===== src/rtl/alu_op_issue_if.sv =====
// Operation-issue bus between decode and the execute ALU.
// master = issue stage (drives Operation side), slave = decode/execute environment.
interface alu_op_issue_if #(
    parameter int OPCODE_LENGTH = 4,
    parameter int TAG_WIDTH     = 5,
    parameter int CNT_WIDTH     = 16
);
    logic                     flush;
    logic                     in_valid;
    logic                     in_ready;
    logic [1:0]               ALUOp;
    logic [2:0]               Funct3;
    logic [6:0]               Funct7;
    logic [TAG_WIDTH-1:0]     in_tag;
    logic                     out_valid;
    logic                     out_ready;
    logic [OPCODE_LENGTH-1:0] Operation;
    logic [TAG_WIDTH-1:0]     out_tag;
    logic                     illegal;
    logic [CNT_WIDTH-1:0]     illegal_count;

    modport master (
        input  flush, in_valid, ALUOp, Funct3, Funct7, in_tag, out_ready,
        output in_ready, out_valid, Operation, out_tag, illegal, illegal_count
    );

    modport slave (
        output flush, in_valid, ALUOp, Funct3, Funct7, in_tag, out_ready,
        input  in_ready, out_valid, Operation, out_tag, illegal, illegal_count
    );
endinterface


===== src/rtl/alu_op_issue.sv =====
// ID/EX issue stage: decodes ALUOp/Funct3/Funct7 into the ALU operation code,
// holds it under a valid/ready handshake with flush, and counts illegal encodings.
module alu_op_issue #(
    parameter int OPCODE_LENGTH = 4,
    parameter int TAG_WIDTH     = 5,
    parameter int CNT_WIDTH     = 16
) (
    input  logic           clk,
    input  logic           reset,
    alu_op_issue_if.master bus
);
    localparam logic [3:0] OP_AND = 4'b0000, OP_OR  = 4'b0001, OP_ADD = 4'b0010;
    localparam logic [3:0] OP_XOR = 4'b0011, OP_SLT = 4'b0100, OP_SUB = 4'b0110;
    localparam logic [3:0] OP_BEQ = 4'b1000, OP_BNE = 4'b1001, OP_BLT = 4'b1010;
    localparam logic [3:0] OP_BGE = 4'b1011, OP_SLL = 4'b1101, OP_SRL = 4'b1110;
    localparam logic [3:0] OP_SRA = 4'b1111;

    logic                     r_valid;
    logic [OPCODE_LENGTH-1:0] r_op;
    logic [TAG_WIDTH-1:0]     r_tag;
    logic                     r_ill;
    logic [CNT_WIDTH-1:0]     r_cnt;

    logic [3:0] w_op;
    logic       w_ill;
    logic       w_f7z;
    logic       w_f7s;
    logic       w_imm;
    logic       w_in_ready;
    logic       w_accept;

    assign w_f7z = (bus.Funct7 == 7'b0000000);
    assign w_f7s = (bus.Funct7 == 7'b0100000);
    assign w_imm = (bus.ALUOp == 2'b11);

    // Immediate forms ignore Funct7 except on shifts, where it selects SRL/SRA.
    always_comb begin
        w_op  = OP_ADD;
        w_ill = 1'b0;
        case (bus.ALUOp)
            2'b00: w_op = OP_ADD;
            2'b01: begin
                case (bus.Funct3)
                    3'b000:  w_op = OP_BEQ;
                    3'b001:  w_op = OP_BNE;
                    3'b100:  w_op = OP_BLT;
                    3'b101:  w_op = OP_BGE;
                    default: w_ill = 1'b1;
                endcase
            end
            default: begin
                case (bus.Funct3)
                    3'b000: begin
                        if (w_f7z || w_imm) w_op = OP_ADD;
                        else if (w_f7s)     w_op = OP_SUB;
                        else                w_ill = 1'b1;
                    end
                    3'b111: begin w_op = OP_AND; w_ill = !(w_f7z || w_imm); end
                    3'b110: begin w_op = OP_OR;  w_ill = !(w_f7z || w_imm); end
                    3'b100: begin w_op = OP_XOR; w_ill = !(w_f7z || w_imm); end
                    3'b010: begin w_op = OP_SLT; w_ill = !(w_f7z || w_imm); end
                    3'b001: begin w_op = OP_SLL; w_ill = !w_f7z; end
                    3'b101: begin
                        if (w_f7z)      w_op = OP_SRL;
                        else if (w_f7s) w_op = OP_SRA;
                        else            w_ill = 1'b1;
                    end
                    default: w_ill = 1'b1;
                endcase
            end
        endcase
        if (w_ill) w_op = OP_AND;
    end

    assign w_in_ready = !r_valid || bus.out_ready;
    assign w_accept   = bus.in_valid && w_in_ready && !bus.flush;

    always_ff @(posedge clk or negedge reset) begin
        if (!reset) begin
            r_valid <= 1'b0;
            r_op    <= '0;
            r_tag   <= '0;
            r_ill   <= 1'b0;
            r_cnt   <= '0;
        end else if (bus.flush) begin
            r_valid <= 1'b0;
        end else if (w_accept) begin
            r_valid <= 1'b1;
            r_op    <= OPCODE_LENGTH'(w_op);
            r_tag   <= bus.in_tag;
            r_ill   <= w_ill;
            if (w_ill && (r_cnt != '1)) r_cnt <= r_cnt + CNT_WIDTH'(1);
        end else if (r_valid && bus.out_ready) begin
            r_valid <= 1'b0;
        end
    end

    assign bus.in_ready      = w_in_ready;
    assign bus.out_valid     = r_valid;
    assign bus.Operation     = r_op;
    assign bus.out_tag       = r_tag;
    assign bus.illegal       = r_ill;
    assign bus.illegal_count = r_cnt;
endmodule


===== src/flat_wrapper.sv =====
// flat-port wrapper written by rule: the top's interface ports become plain ports
module alu_op_issue_flat 
#(
    parameter int OPCODE_LENGTH = 4,
    parameter int TAG_WIDTH     = 5,
    parameter int CNT_WIDTH     = 16
)
  (clk, reset, bus_flush, bus_in_valid, bus_ALUOp, bus_Funct3, bus_Funct7, bus_in_tag, bus_out_ready, bus_in_ready, bus_out_valid, bus_Operation, bus_out_tag, bus_illegal, bus_illegal_count);
  alu_op_issue_if #(.OPCODE_LENGTH(OPCODE_LENGTH), .TAG_WIDTH(TAG_WIDTH), .CNT_WIDTH(CNT_WIDTH)) bus_i ();
  input  logic clk;
  input  logic reset;
  input wire logic [$bits(bus_i.flush)-1:0] bus_flush;
  input wire logic [$bits(bus_i.in_valid)-1:0] bus_in_valid;
  input wire logic [$bits(bus_i.ALUOp)-1:0] bus_ALUOp;
  input wire logic [$bits(bus_i.Funct3)-1:0] bus_Funct3;
  input wire logic [$bits(bus_i.Funct7)-1:0] bus_Funct7;
  input wire logic [$bits(bus_i.in_tag)-1:0] bus_in_tag;
  input wire logic [$bits(bus_i.out_ready)-1:0] bus_out_ready;
  output wire logic [$bits(bus_i.in_ready)-1:0] bus_in_ready;
  output wire logic [$bits(bus_i.out_valid)-1:0] bus_out_valid;
  output wire logic [$bits(bus_i.Operation)-1:0] bus_Operation;
  output wire logic [$bits(bus_i.out_tag)-1:0] bus_out_tag;
  output wire logic [$bits(bus_i.illegal)-1:0] bus_illegal;
  output wire logic [$bits(bus_i.illegal_count)-1:0] bus_illegal_count;
  assign bus_i.flush = bus_flush;
  assign bus_i.in_valid = bus_in_valid;
  assign bus_i.ALUOp = bus_ALUOp;
  assign bus_i.Funct3 = bus_Funct3;
  assign bus_i.Funct7 = bus_Funct7;
  assign bus_i.in_tag = bus_in_tag;
  assign bus_i.out_ready = bus_out_ready;
  assign bus_in_ready = bus_i.in_ready;
  assign bus_out_valid = bus_i.out_valid;
  assign bus_Operation = bus_i.Operation;
  assign bus_out_tag = bus_i.out_tag;
  assign bus_illegal = bus_i.illegal;
  assign bus_illegal_count = bus_i.illegal_count;
  alu_op_issue #(.OPCODE_LENGTH(OPCODE_LENGTH), .TAG_WIDTH(TAG_WIDTH), .CNT_WIDTH(CNT_WIDTH)) u_core (.clk(clk), .reset(reset), .bus(bus_i));
endmodule

===== config.mk =====
export PLATFORM = sky130hd
export DESIGN_NAME = alu_op_issue_flat
export DESIGN_NICKNAME = d
export VERILOG_FILES = /design/src/rtl/alu_op_issue_if.sv /design/src/rtl/alu_op_issue.sv /design/src/flat_wrapper.sv
export SDC_FILE = /design/constraint.sdc
export NUM_CORES = 1
export LEC_CHECK = 0
export CORE_ASPECT_RATIO = 1.5
export CORE_MARGIN = 5
export CORE_UTILIZATION = 45
export DETAILED_ROUTE_END_ITERATION = 16
export GPL_ROUTABILITY_DRIVEN = 0
export GPL_TIMING_DRIVEN = 0
export PLACE_DENSITY = 0.79
export SKIP_LAST_GASP = 1
export SYNTH_ARGS = -nofsm -noshare
export SYNTH_HDL_FRONTEND = slang
export SYNTH_SLANG_ARGS = --single-unit

===== constraint.sdc =====
create_clock -name clk -period 3.9 [get_ports clk]
set_clock_uncertainty 0.15 [all_clocks]
set_input_delay 0.585 -clock clk [delete_from_list [all_inputs] [get_ports clk]]
set_output_delay 0.585 -clock clk [all_outputs]
set_load 0.02 [all_outputs]

==> key figures, run 1 <==
Critical path
  • Worst reg-to-reg setup slack: ~1.7 ns
  • Required @ worst endpoint: 3.91 ns
  • Arrival time worst endpoint: 2.78 ns
  • Max FO, Critical Path: 10
  • R2r worst-path depth: 5
  • Crit Path Class: in2reg
  • Crit end category: flip-flop
  • Reg-to-Reg Start: u_core.bus.out_valid
  • Reg-to-Reg End: u_core.bus.illegal_count[1]
  • Crit path launch type: input port

Routing
  • Via count: 1,303
  • Router iterations before antenna repair: 4
  • Post-route ant nets: 0
  • DRC: 0
  • WL per Instance: roughly 15 um
  • Total Wirelength: ~3.5 mm
  • Vias per cell: 5.52
  • DRT iter0 DRCs: 23

Timing
  • Endpoints failing setup: 0
  • Period minus WS final: ~2.8 ns
  • Fin crit share: 0.712
  • Max transition margin: 0.607
  • FMAX: 360 MHz
  • Final hold violation count: 0
  • Slew @ Worst Pin: about 0.59 ns
  • RSZ-0062 raised after global routing: no
  • Number of max-slew violations in the final report: 0
  • Setup TNS: 0 ns

Synthesis
  • Netlist cell types: 37
  • Mapped Nets: around 170
  • Synth Register Bits: 27
  • Syn. warnings: 0
  • Post-synth EDFFs: 0
  • Top FF cell, synth: dfrtp_1
  • Sequential area share after synthesis: 0.468
  • Post-synthesis cell area: 1440 um2
  • Synth Instances: between 100 and 150
  • Post-synth ARST share: 1.00
  • Post-Syn Area per Cell: ~10 um2

Global route
  • Largest net degree at the start of global routing: 28
  • Vias in the first global route: 1,373
  • GRT Total Usage: 0.164
  • Grt ovf: 0
  • Initial antenna violation count: 0
  • First-pass GRT wire length: between 5 and 6 mm

Finish
  • Finished Cell Area: about 2000 um2
  • Most common cell after layout, fill and taps aside: clkdlybuf4s50_1
  • Share of cells above drive strength 1: 0.0918
  • Most frequent cells in the layout: 47 x clkdlybuf4s50_1, 27 x dfrtp_1, 14 x nand3_1, 14 x xnor2_1, 12 x nor2_1
  • Finished Core Util: 0.644
  • ANT cells: 0
  • Layout area overhead: 39.5%
  • Nets: 220

CTS
  • Root buffer cell: clkbuf_8
  • H-Tree Depth: 1
  • CTS tree: yes
  • Clock buffer depth: 2
  • Setup bufs post-CTS: 0
  • Hold-fix buffers at CTS: 0
  • Num CTS Buffers: 3
  • Clock latency at the later pin of the worst-skew pair: approximately 0.27 ns
  • Worst-path clk slew: ~0.080 ns
  • Resize count post-CTS: 0
  • # clock sinks: 27

Power and ir drop
  • Tot Pwr: around 0.76 mW
  • Pwr per Cell Area: 377 nW/um2
  • Peak VDD IR: 0.203 mV
  • Leak: slightly below 0.8 nW

Min path
  • Worst min path class: in2async

Floorplanning
  • Starting Density: 0.461
  • Core area: ~3100 um2
  • Die footprint: around 4500 um2
  • Die Ht: between 70 and 80 um
  • Die width: 56.2 um
  • # rows: 25
  • Top-Level Pins: 50

Placement
  • Cell Area, Placed: between 1500 and 2000 um2
  • Port buffer count: between 40 and 50
  • Hpwl dp: roughly 2.8 mm

Job
  • Max-Cap Viols: 0

Run status
  • Status: completed
[through the flow]
step	hold slack, ns	setup slack (ns)	std cells
after floorplan	0.139	1.49	144
after global routing	0.206	1.04	236
after detailed placement	0.335	0.860	232
after CTS	0.353	1.14	236
after global placement	0.316	0.910	232
final	0.160	1.12	236
[logic make-up after synthesis]
group                    count (synthesis)  synth area share
adder cells (fa/ha/maj)                  1           0.00867
flip-flops                              27             0.468
multiplexers                             6            0.0494
AO/OA/AOI/OAI                           22             0.103
AND/OR/NAND/NOR                         66             0.258
XOR/XNOR                                15            0.0911
buffers and inverters                    7            0.0208
[synth_stat cells (3+ instances only)]
cell type | n | area (um2)
dfrtp_1 | 27 | 676
nand3_1 | 14 | 70.1
xnor2_1 | 14 | 123
nor2_1 | 12 | 45.0
nand2_1 | 8 | 30.0
nand4_1 | 8 | 50.1
o21ai_0 | 6 | 30.0
mux2_2 | 5 | 56.3
a21oi_1 | 4 | 20.0
a21boi_0 | 3 | 22.5
and3_1 | 3 | 18.8
buf_2 | 3 | 15.0
nand2b_1 | 3 | 18.8
nor2b_1 | 3 | 18.8
nor3_1 | 3 | 15.0
o21bai_1 | 3 | 22.5
[worst max-delay path, cell delays in order]
cell,delay [ns]
clkdlybuf4s50_1,0.51
buf_2,0.20
a21oi_1,0.08
or4b_1,0.56
nor2_2,0.33
and2_4,0.22
mux2_4,0.29
[worst max-delay path by stage]
stage / start / end / slack [ns] / cells after the start
finish: bus_Funct3[1] / u_core.bus.illegal_count[1] / 1.12 / 7
floorplan: bus_ALUOp[1] / u_core.bus.illegal_count[1] / 1.49 / 7
CTS: bus_Funct3[1] / u_core.bus.illegal_count[1] / 1.14 / 7
detailed placement: bus_Funct3[1] / u_core.bus.illegal_count[1] / 0.86 / 7
global placement: bus_Funct3[1] / u_core.bus.illegal_count[1] / 0.91 / 7
global route: bus_Funct3[1] / u_core.bus.illegal_count[1] / 1.04 / 7
[state kept, by name, indices dropped and copies added, names as in the netlist]
| register | count |
|---|---|
| u_core.bus.out_tag | 5 |
| u_core.bus.illegal_count | 16 |
| u_core.bus.Operation | 4 |
| u_core.bus.illegal | 1 |
| u_core.bus.out_valid | 1 |
[metal layers]
layer  wire length, um  GRT usage  part of all wire  up-vias
met3               204     0.0260             0.059        9
met2              1970      0.323              0.57       51
li1                  -          -                 -      622
met4               100     0.0974             0.029        0
met1              1190      0.153              0.34      621
met5                 0          0                 0        -
[power by group]
group | switching (mW) | internal, mW | leakage, nW | total (mW)
clock | 0.0818 | 0.0731 | 0.0228 | 0.155
sequential | 0.0410 | 0.317 | 0.352 | 0.358
combinational | 0.118 | 0.127 | 0.401 | 0.246
[final cells by class]
cell class              count  area (um2)
repair buffers             48         475
well taps                  40        50.0
inverters                   2        7.51
flip-flops and latches     27         676
clock buffers               4        45.0
multi-input cells         110         737
fillers                   259        1110
plain buffers               5        22.5
Note: power is estimated with default switching activity, not from simulation.
==> run 2: changes to the inputs <==
- clock period: 3.9 -> 2.6 ns (I/O delays scaled with it)
==> key figures, run 2 (same netlist as run 1, synthesis figures left out) <==
Run status
  • Status: finished, violations left (was completed)
  • Failing checks: hold timing

Timing
  • Number of max-slew violations in the final report: 0 (unchanged)
  • Endpoints failing setup: 0 (unchanged)
  • Period minus WS final: approximately 2.5 ns
  • Min Hold Slack: -0.0370 ns (was 0.160 ns)
  • Max transition margin: 0.560 (was 0.607)
  • FMAX: between 300 and 400 MHz
  • Final hold violation count: 27 (was 0)
  • RSZ-0062 raised after global routing: no (unchanged)
  • Fin crit share: 0.972
  • Setup TNS: 0 ns (unchanged)
  • Slew @ Worst Pin: 0.654 ns (was 0.589 ns)

Finish
  • Nets: 220 (unchanged)
  • Max FFs per register: 16 (unchanged)
  • Layout area overhead: 39.9% (was 39.5%)
  • ANT cells: 0 (unchanged)
  • Most frequent cells in the layout: 47 x clkdlybuf4s50_1, 27 x dfrtp_1, 14 x nand3_1, 14 x xnor2_1, 12 x nor2_1 (unchanged)
  • Most common cell after layout, fill and taps aside: clkdlybuf4s50_1 (unchanged)
  • Share of cells above drive strength 1: 0.0918 (unchanged)

Critical path
  • Largest stage delay on the critical path: 0.54 ns (was 0.56 ns)
  • Reg-to-Reg Start: u_core.bus.illegal_count[4] (was u_core.bus.out_valid)
  • Crit path launch type: input port (unchanged)
  • Max FO, Critical Path: 6 (was 10)
  • Reg-to-Reg End: u_core.bus.illegal_count[1] (unchanged)
  • Crit end category: flip-flop (unchanged)
  • Slowest-stage cell, CP: or4_1 (was or4b_1)
  • Required @ worst endpoint: 2.61 ns (was 3.91 ns)
  • Worst path cell trace: clkdlybuf4s50_1 > nor4_4 > a311oi_1 > or4_1 > buf_2 > and2_4 > mux2_4 (was clkdlybuf4s50_1 > buf_2 > a21oi_1 > or4b_1 > nor2_2 > and2_4 > mux2_4)
  • Arrival time worst endpoint: 2.53 ns (was 2.78 ns)
  • Crit Path Class: in2reg (unchanged)
  • R2r worst-path depth: 5 (unchanged)
  • Worst reg-to-reg setup slack: 0.41 ns (was 1.67 ns)

Floorplanning
  • Starting Density: 0.461 (unchanged)
  • # rows: 25 (unchanged)
  • Core area: 3130 um2 (unchanged)
  • Top-Level Pins: 50 (unchanged)
  • Die width: 56.2 um (unchanged)
  • Die Ht: 79.3 um (unchanged)
  • Die footprint: 4460 um2 (unchanged)

Routing
  • Router iterations before antenna repair: 4 (unchanged)
  • Post-route ant nets: 0 (unchanged)
  • Via count: 1,296 (was 1,303)
  • DRC: 0 (unchanged)
  • Vias per cell: 5.49 (was 5.52)
  • DRT iter0 DRCs: 22 (was 23)
  • Total Wirelength: 3.44 mm (was 3.47 mm)
  • WL per Instance: 14.6 um (was 14.7 um)

CTS
  • Worst-path clk slew: 0.08 ns (about the same)
  • # clock sinks: 27 (unchanged)
  • H-Tree Depth: 1 (unchanged)
  • Setup bufs post-CTS: 0 (unchanged)
  • CTS tree: yes (unchanged)
  • Clock buffer depth: 2 (unchanged)
  • Root buffer cell: clkbuf_8 (unchanged)
  • Num CTS Buffers: 3 (unchanged)
  • Clock latency at the later pin of the worst-skew pair: 0.27 ns (about the same)

Min path
  • Worst min path class: in2async (unchanged)

Job
  • Max-Cap Viols: 0 (unchanged)

Global route
  • Initial antenna violation count: 0 (unchanged)
  • GRT Total Usage: 0.164 (unchanged)
  • Grt ovf: 0 (unchanged)
  • Vias in the first global route: 1,373 (unchanged)
  • Largest net degree at the start of global routing: 28 (unchanged)
  • First-pass GRT wire length: 5.82 mm (unchanged)

Power and ir drop
  • Tot Pwr: 1.14 mW (was 0.758 mW)
  • Leak: 0.777 nW (was 0.776 nW)
  • Pwr per Cell Area: 563 nW/um2 (was 377 nW/um2)
  • Peak VDD IR: 0.305 mV (was 0.203 mV)

Placement
  • Port buffer count: 48 (unchanged)
  • Hpwl dp: 2.83 mm (unchanged)
[run 2: cell counts in the layout (fill, tap and decap cells not counted)]
No cell type changed its count.
[run 2: worst max path at each step]
stage | slack [ns] | endpoint | start
after global routing | 0.007 | u_core.bus.illegal_count[1] | bus_Funct3[1]
after CTS | 0.04 | u_core.bus.illegal_count[1] | bus_Funct3[1]
after floorplan | 0.39 | u_core.bus.illegal_count[1] | bus_ALUOp[1]
after global placement | -0.19 | u_core.bus.illegal_count[1] | bus_Funct3[1]
final | 0.07 | u_core.bus.illegal_count[1] | bus_Funct7[1]
after detailed placement | -0.24 | u_core.bus.illegal_count[1] | bus_Funct3[1]
[run 2: final cells by class]
| type | count | area [um2] |
|---|---|---|
| multi-input cells | 110 | 742 |
| clock buffers | 4 | 45.0 |
| plain buffers | 5 | 22.5 |
| inverters | 2 | 7.51 |
| well taps | 40 | 50.0 |
| flip-flops and latches | 27 | 676 |
| fillers | 258 | 1110 |
| repair buffers | 48 | 475 |
[run 2: metal layers]
layer	up-vias	track usage	routed length (um)
met5	-	0	0
met4	0	0.0974	100
met3	9	0.0260	190
met2	48	0.323	1960
met1	617	0.153	1190
li1	622	-	-
[run 2: worst max-delay path, delay by kind of cell]
family | cells | cell delay [ns]
simple gates | 3 | 1.05
mux | 1 | 0.29
compound gates | 1 | 0.19
buf+inv | 2 | 0.61
[run 2: what timing repair did]
item / in CTS / in global routing
hold buffers: 0 / 0
endpoints found under the setup margin: 0 / 1
gates resized for setup: 0 / 1
[run 2: metrics by stage]
step / cells / instance area (um2) / util / setup WS [ns]
floorplan: 144 / 1440 / - / 0.385
global placement: 232 / 1970 / 0.631 / -0.195
detailed placement: 232 / 1970 / 0.631 / -0.245
CTS: 236 / 2020 / 0.645 / 0.0362
global route: 236 / 2020 / 0.645 / 0.00691
finish: 236 / 2020 / 0.645 / 0.0717
[run 2: power by group]
part | switching, mW | internal [mW] | leakage [nW]
clock network | 0.123 | 0.110 | 0.0228
logic | 0.177 | 0.191 | 0.402
registers | 0.0613 | 0.475 | 0.352
